===== src/rtl/net_inference_sequencer.sv =====
// Purpose : frame-level scheduler for the streaming FNN: gathers one pixel frame, then starts each layer stage in turn.
// Latency : last accepted pixel -> layer_start[0] 1 cycle; done[k] -> start[k+1] 1 cycle; done[NS-1] -> result_valid 1 cycle.
// Backpr. : pix_ready only in STREAM; result_valid held until result_ready; a WAIT holds until the awaited stage reports done.
//
// Ports:
//   clk, rst_n            clock, synchronous active-low reset
//   frame_start           inference request (level, sampled in IDLE or on a RESULT handshake)
//   pix_valid / pix_ready pixel beat handshake; beat = pix_valid & pix_ready
//   stream_freeze         hold pixel-stream block and stage-0 layer (everywhere except STREAM)
//   stream_pause          STREAM cycle with no beat
//   layer_start[NS]       one-hot single-cycle start to the current stage
//   layer_done[NS]        stage completion; only the awaited bit is looked at
//   stage_idx             stage currently being started / waited on
//   pix_count             beats accepted in the current frame
//   busy                  inference in progress
//   result_valid / result_ready  result handshake
//   err                   watchdog fired (sticky until next accepted frame_start)
//
// Optional feature macro: NET_SEQ_WATCHDOG_EN (per-stage watchdog of WD_LIMIT cycles).
module net_inference_sequencer #(
  parameter int  NUM_LAYERS = 3,
  parameter int  IN_COUNT   = 16,
  parameter int  CNT_W      = 16,
  parameter int  WD_LIMIT   = 1024,
  localparam int NS         = NUM_LAYERS - 1,
  localparam int SI_W       = $clog2(NS) + 1
) (
  input  logic             clk,
  input  logic             rst_n,
  input  logic             frame_start,
  input  logic             pix_valid,
  output logic             pix_ready,
  output logic             stream_freeze,
  output logic             stream_pause,
  output logic [NS-1:0]    layer_start,
  input  logic [NS-1:0]    layer_done,
  output logic [SI_W-1:0]  stage_idx,
  output logic [CNT_W-1:0] pix_count,
  output logic             busy,
  output logic             result_valid,
  input  logic             result_ready,
  output logic             err
);

  if (IN_COUNT < 1 || NS < 1 || WD_LIMIT < 1 || ((IN_COUNT - 1) >> CNT_W) != 0) begin : g_bad_param
    $error("net_inference_sequencer: illegal parameter combination");
  end

  typedef enum logic [2:0] {
    S_IDLE   = 3'd0,
    S_STREAM = 3'd1,
    S_START  = 3'd2,
    S_WAIT   = 3'd3,
    S_RESULT = 3'd4
  } state_t;

  state_t           state, state_nxt;
  logic [CNT_W-1:0] pix_count_nxt;
  logic [SI_W-1:0]  stage_idx_nxt;
  logic             done_sel;
  logic             beat;
  logic             frame_acc;
  logic             wd_expire;

  // A new frame is accepted from IDLE, or straight out of RESULT when the
  // consumer takes the result in the same cycle (back-to-back inference).
  assign frame_acc = frame_start &
                     ((state == S_IDLE) | ((state == S_RESULT) & result_ready));
  assign beat      = pix_valid & (state == S_STREAM);

`ifdef NET_SEQ_WATCHDOG_EN
  localparam int WD_W = $clog2(WD_LIMIT + 1);
  logic [WD_W-1:0] wd_cnt;
  logic            err_q;

  // wd_cnt counts completed WAIT cycles; expiry on the WD_LIMIT-th one.
  assign wd_expire = (state == S_WAIT) & ~done_sel & (wd_cnt == WD_W'(WD_LIMIT - 1));
  assign err       = err_q;

  always_ff @(posedge clk) begin
    if (!rst_n) begin
      wd_cnt <= '0;
      err_q  <= 1'b0;
    end else begin
      // WAIT is only ever entered from START, so clearing here clears on entry.
      if (state == S_START)     wd_cnt <= '0;
      else if (state == S_WAIT) wd_cnt <= wd_cnt + 1'b1;
      if (frame_acc)            err_q  <= 1'b0;
      else if (wd_expire)       err_q  <= 1'b1;
    end
  end
`else
  assign wd_expire = 1'b0;
  assign err       = 1'b0;
`endif

  always_ff @(posedge clk) begin
    if (!rst_n) begin
      state     <= S_IDLE;
      pix_count <= '0;
      stage_idx <= '0;
    end else begin
      state     <= state_nxt;
      pix_count <= pix_count_nxt;
      stage_idx <= stage_idx_nxt;
    end
  end

  always_comb begin
    state_nxt     = state;
    pix_count_nxt = pix_count;
    stage_idx_nxt = stage_idx;
    done_sel      = 1'b0;
    pix_ready     = 1'b0;
    stream_freeze = 1'b1;
    busy          = 1'b1;
    result_valid  = 1'b0;
    layer_start   = '0;

    // Mux out only the awaited done bit; a loop avoids an over-wide index.
    for (int k = 0; k < NS; k++) begin
      if (stage_idx == SI_W'(k)) done_sel = layer_done[k];
    end

    case (state)
      S_IDLE: begin
        busy = 1'b0;
        if (frame_acc) begin
          state_nxt     = S_STREAM;
          pix_count_nxt = '0;
        end
      end
      S_STREAM: begin
        pix_ready     = 1'b1;
        stream_freeze = 1'b0;
        if (beat) begin
          pix_count_nxt = pix_count + 1'b1;
          if (pix_count == CNT_W'(IN_COUNT - 1)) begin
            state_nxt     = S_START;
            stage_idx_nxt = '0;
          end
        end
      end
      S_START: begin
        for (int k = 0; k < NS; k++) begin
          layer_start[k] = (stage_idx == SI_W'(k));
        end
        state_nxt = S_WAIT;
      end
      S_WAIT: begin
        if (done_sel) begin
          if (stage_idx == SI_W'(NS - 1)) begin
            state_nxt = S_RESULT;
          end else begin
            state_nxt     = S_START;
            stage_idx_nxt = stage_idx + 1'b1;
          end
        end else if (wd_expire) begin
          state_nxt = S_IDLE;
        end
      end
      S_RESULT: begin
        result_valid = 1'b1;
        if (result_ready) begin
          if (frame_acc) begin
            state_nxt     = S_STREAM;
            pix_count_nxt = '0;
          end else begin
            state_nxt = S_IDLE;
          end
        end
      end
      default: begin
        state_nxt = S_IDLE;
        busy      = 1'b0;
      end
    endcase
  end

  // Only non-Moore output: a STREAM cycle without a beat stalls the MACs.
  assign stream_pause = (state == S_STREAM) & ~pix_valid;

endmodule


===== config.mk =====
export PLATFORM = sky130hd
export DESIGN_NAME = net_inference_sequencer
export DESIGN_NICKNAME = d
export VERILOG_FILES = /design/src/rtl/net_inference_sequencer.sv
export SDC_FILE = /design/constraint.sdc
export NUM_CORES = 1
export LEC_CHECK = 0
export ABC_CLOCK_PERIOD_IN_PS = 2300
export CORE_UTILIZATION = 35
export DETAILED_ROUTE_END_ITERATION = 7
export GPL_ROUTABILITY_DRIVEN = 1
export PLACE_DENSITY = 0.59
export SYNTH_ARGS = -nofsm -noshare
export SYNTH_HDL_FRONTEND = slang
export SYNTH_SLANG_ARGS = --single-unit

===== constraint.sdc =====
create_clock -name clk -period 2.3 [get_ports clk]
set_clock_uncertainty 0.05 [all_clocks]
set_input_delay 0.23 -clock clk [delete_from_list [all_inputs] [get_ports clk]]
set_output_delay 0.23 -clock clk [all_outputs]
set_load 0.05 [all_outputs]

==> key figures <==
Yosys
  – Mapped Cells: 169
  – Synthesized area: 0.00136 mm^2
  – EDFF count, synth: 0
  – Synth Register Bits: 21
  – Ys flop type: dfxtp_1
  – Synth unique cells: 48
  – Synth Net Count: 179
  – Syn Area/Cell: 8.06 um^2
  – Sequential area share after synthesis: 0.309
  – Synthesis warning total: 0
  – Synth async-reset ratio: 0

Pwr
  – Share of power burned in registers: 0.455
  – Switching share of total power: 0.319
  – NetSw: 266 uW
  – Pleak: 0.621 nW
  – Part of the power in combinational logic: 0.245
  – Pwr/cell area: 467 mW/mm^2
  – VDD IR max: 0.215 mV
  – Internal cell power: 567 uW
  – Clk pwr share: 0.300
  – Pwr Total: 832 uW

Critical path
  – Critical-path cell list: inv_1 > or3_1 > nor2_1 > buf_12
  – Startpoint types: flip-flop
  – Bufs and invs on worst path: 2
  – Largest stage delay, worst path: 520 ps
  – Worst R2R Path Depth: 4
  – RR Endpoint: pix_count[15]
  – WP data required: 2020 ps
  – Slowest cell on the critical path: dfxtp_1
  – Critical path's top delay family: simple AND/OR/NAND/NOR gates
  – Reg2reg start: pix_count[6]
  – Critical Path Fanout Max: 10
  – Crit Path Category: reg2out
  – CP arrival: 1720 ps
  – Internal reg-to-reg setup slack: 440 ps
  – Crit. path cell count: 4
  – Critical Path Sink Type: primary output

Min path
  – WHS Path Cells: 2
  – Worst Min Path Start: stage_idx[1]
  – Worst min path class: reg2reg
  – Worst Hold Path EP: stage_idx[1]

Finish
  – Most common cell after layout, fill and taps aside: clkdlybuf4s50_1
  – Design Area, Final: 0.00178 mm^2
  – # fillers: 384
  – Nets: 206
  – Area grow syn2layout: 31.1%
  – N_diodes: 0
  – Share of layout cells above drive strength 1: 0.149
  – Most frequent cells in the layout: 24 x clkdlybuf4s50_1, 21 x dfxtp_1, 16 x nand2_1, 12 x a21oi_1

Clock tree
  – CTS HTree Levels: 1
  – Hold_buf cts: 0
  – Post-CTS Setup Bufs: 0
  – Clock Tree Buf Depth: 2
  – CTS tree: built
  – Clock Sinks: 21
  – Reg clk slew, reported paths: 90 ps
  – Clock Latency Late Sink: 260 ps
  – CTS buffer count: 3
  – Post_cts resized: 0
  – Root Driver: clkbuf_8

Detailed routing
  – First-pass DRT Iterations: 4
  – Number of routed nets with antenna violations: 0
  – Detailed Route Iter0 Violations: 57
  – Total number of vias: 1,401
  – Residual DRC: 0
  – Routed WL: 3660 um
  – Drt via density: 5.77
  – Routed len/inst: 15.1 um

Floorplan
  – Die H: 64.4 um
  – Total die area: 0.00414 mm^2
  – Core footprint: 0.00369 mm^2
  – Starting Density: 0.369
  – IO Pins: 33
  – Row cnt: 22
  – Die width: 64.4 um

Flow run
  – Max-cap violations: 0

Placement
  – Final Wtd Congestion: 0.778
  – # port buffers: 31
  – Placed cell areas: 0.00174 mm^2
  – DP HPWL: 2710 um

Global route
  – GRT overflow: 0
  – Vias in the first global route: 1,354
  – Initial antenna violation count: 0
  – Largest net degree at the start of global routing: 22
  – Grt met2 use: 0.314
  – Global-route wire length before repair: 6180 um
  – All-Layer GR Usage: 0.188
  – Met3 GRT Util: 0.0286
  – Most used routing layer: met2
  – Met1 Track Usage GR: 0.239

STA
  – Setup TNS: 0 ps
  – Period utilization: 0.870
  – Slew @ Worst Pin: 497 ps
  – Min Tclk post-route: 2000 ps
  – Max Freq: 500 MHz
  – Final setup fails: 0
  – RSZ-0062 raised after global routing: no
  – Final Hold Viols: 0
  – Max Slew Vio Count: 0
  – Slew headroom: 0.668

Run status
  – Status: finished, final reports clean
## stage by stage
step / hold slack [ps] / util / worst slack [ps] / std cells
global route: 478 / 0.484 / 152 / 243
finish: 455 / 0.484 / 299 / 243
detailed placement: 438 / 0.471 / 268 / 239
global placement: 448 / 0.471 / 322 / 239
CTS: 455 / 0.484 / 292 / 243
floorplan: 453 / - / 74.9 / 169
## cells in the mapped netlist, types with 5 or more instances
| library cell | n | share of area |
|---|---|---|
| or4_1 | 6 | 0.033 |
| nor4_1 | 6 | 0.028 |
| nand2_1 | 16 | 0.044 |
| dfxtp_1 | 21 | 0.31 |
| clkbuf_1 | 7 | 0.019 |
| inv_1 | 7 | 0.019 |
| o31ai_1 | 6 | 0.033 |
| a21oi_1 | 12 | 0.044 |
| nand3_1 | 10 | 0.037 |
| o21ai_0 | 5 | 0.018 |
| nor3_1 | 6 | 0.022 |
| nand2b_1 | 7 | 0.032 |
| buf_2 | 7 | 0.026 |
## worst max path at each step
stage,startpoint,to,slack (ps)
floorplan,state[0],stream_pause,70
global placement,result_ready,pix_count[3],320
detailed placement,result_ready,pix_count[3],270
CTS,state[0],stream_pause,290
global route,state[0],stream_pause,150
finish,state[0],stream_pause,300
## cells by family after synthesis
logic type / Yosys count / synth area share
simple gates: 73 / 0.325
compound gates: 44 / 0.230
buf+inv: 22 / 0.0699
flops: 21 / 0.309
mux: 4 / 0.0294
fa+ha+maj: 3 / 0.0276
other cells: 1 / 0.00275
xor+xnor: 1 / 0.00643
## state kept, by name, summed over array words and instances, names as in the netlist
register   cells
state          3
stage_idx      2
pix_count     16
## power groups by stage
stage	sequential [mW]	combinational (mW)	clock [mW]
after floorplan	0.386	0.128	0
after global placement	0.387	0.200	0
after detailed placement	0.387	0.202	0
after CTS	0.379	0.203	0.253
after global routing	0.381	0.217	0.279
final	0.379	0.204	0.250
## routing by layer
layer | routed length (um) | share of wire | vias to the layer above
li1 | - | - | 692
met1 | 1730 | 0.47 | 674
met2 | 1780 | 0.49 | 33
met3 | 143 | 0.039 | 2
met4 | 8 | 0.0022 | 0
met5 | 0 | 0 | -
## area by class of cell
cell class	count	area, um^2	share of cell area
multi-input cells	126	856	0.480
well taps	48	60.1	0.0337
clock inverters	1	5.00	0.00281
repair buffers	37	375	0.210
flip-flops and latches	21	420	0.236
clock buffers	3	41.3	0.0231
inverters	7	26.3	0.0147
## tightest hold or removal path, delay by kind of cell (launching register included)
| kind | cells | cell delay, ps |
|---|---|---|
| AO/OA/AOI/OAI | 2 | 130 |
| flip-flops | 1 | 330 |
No activity file was read; power rests on OpenSTA's default activity.
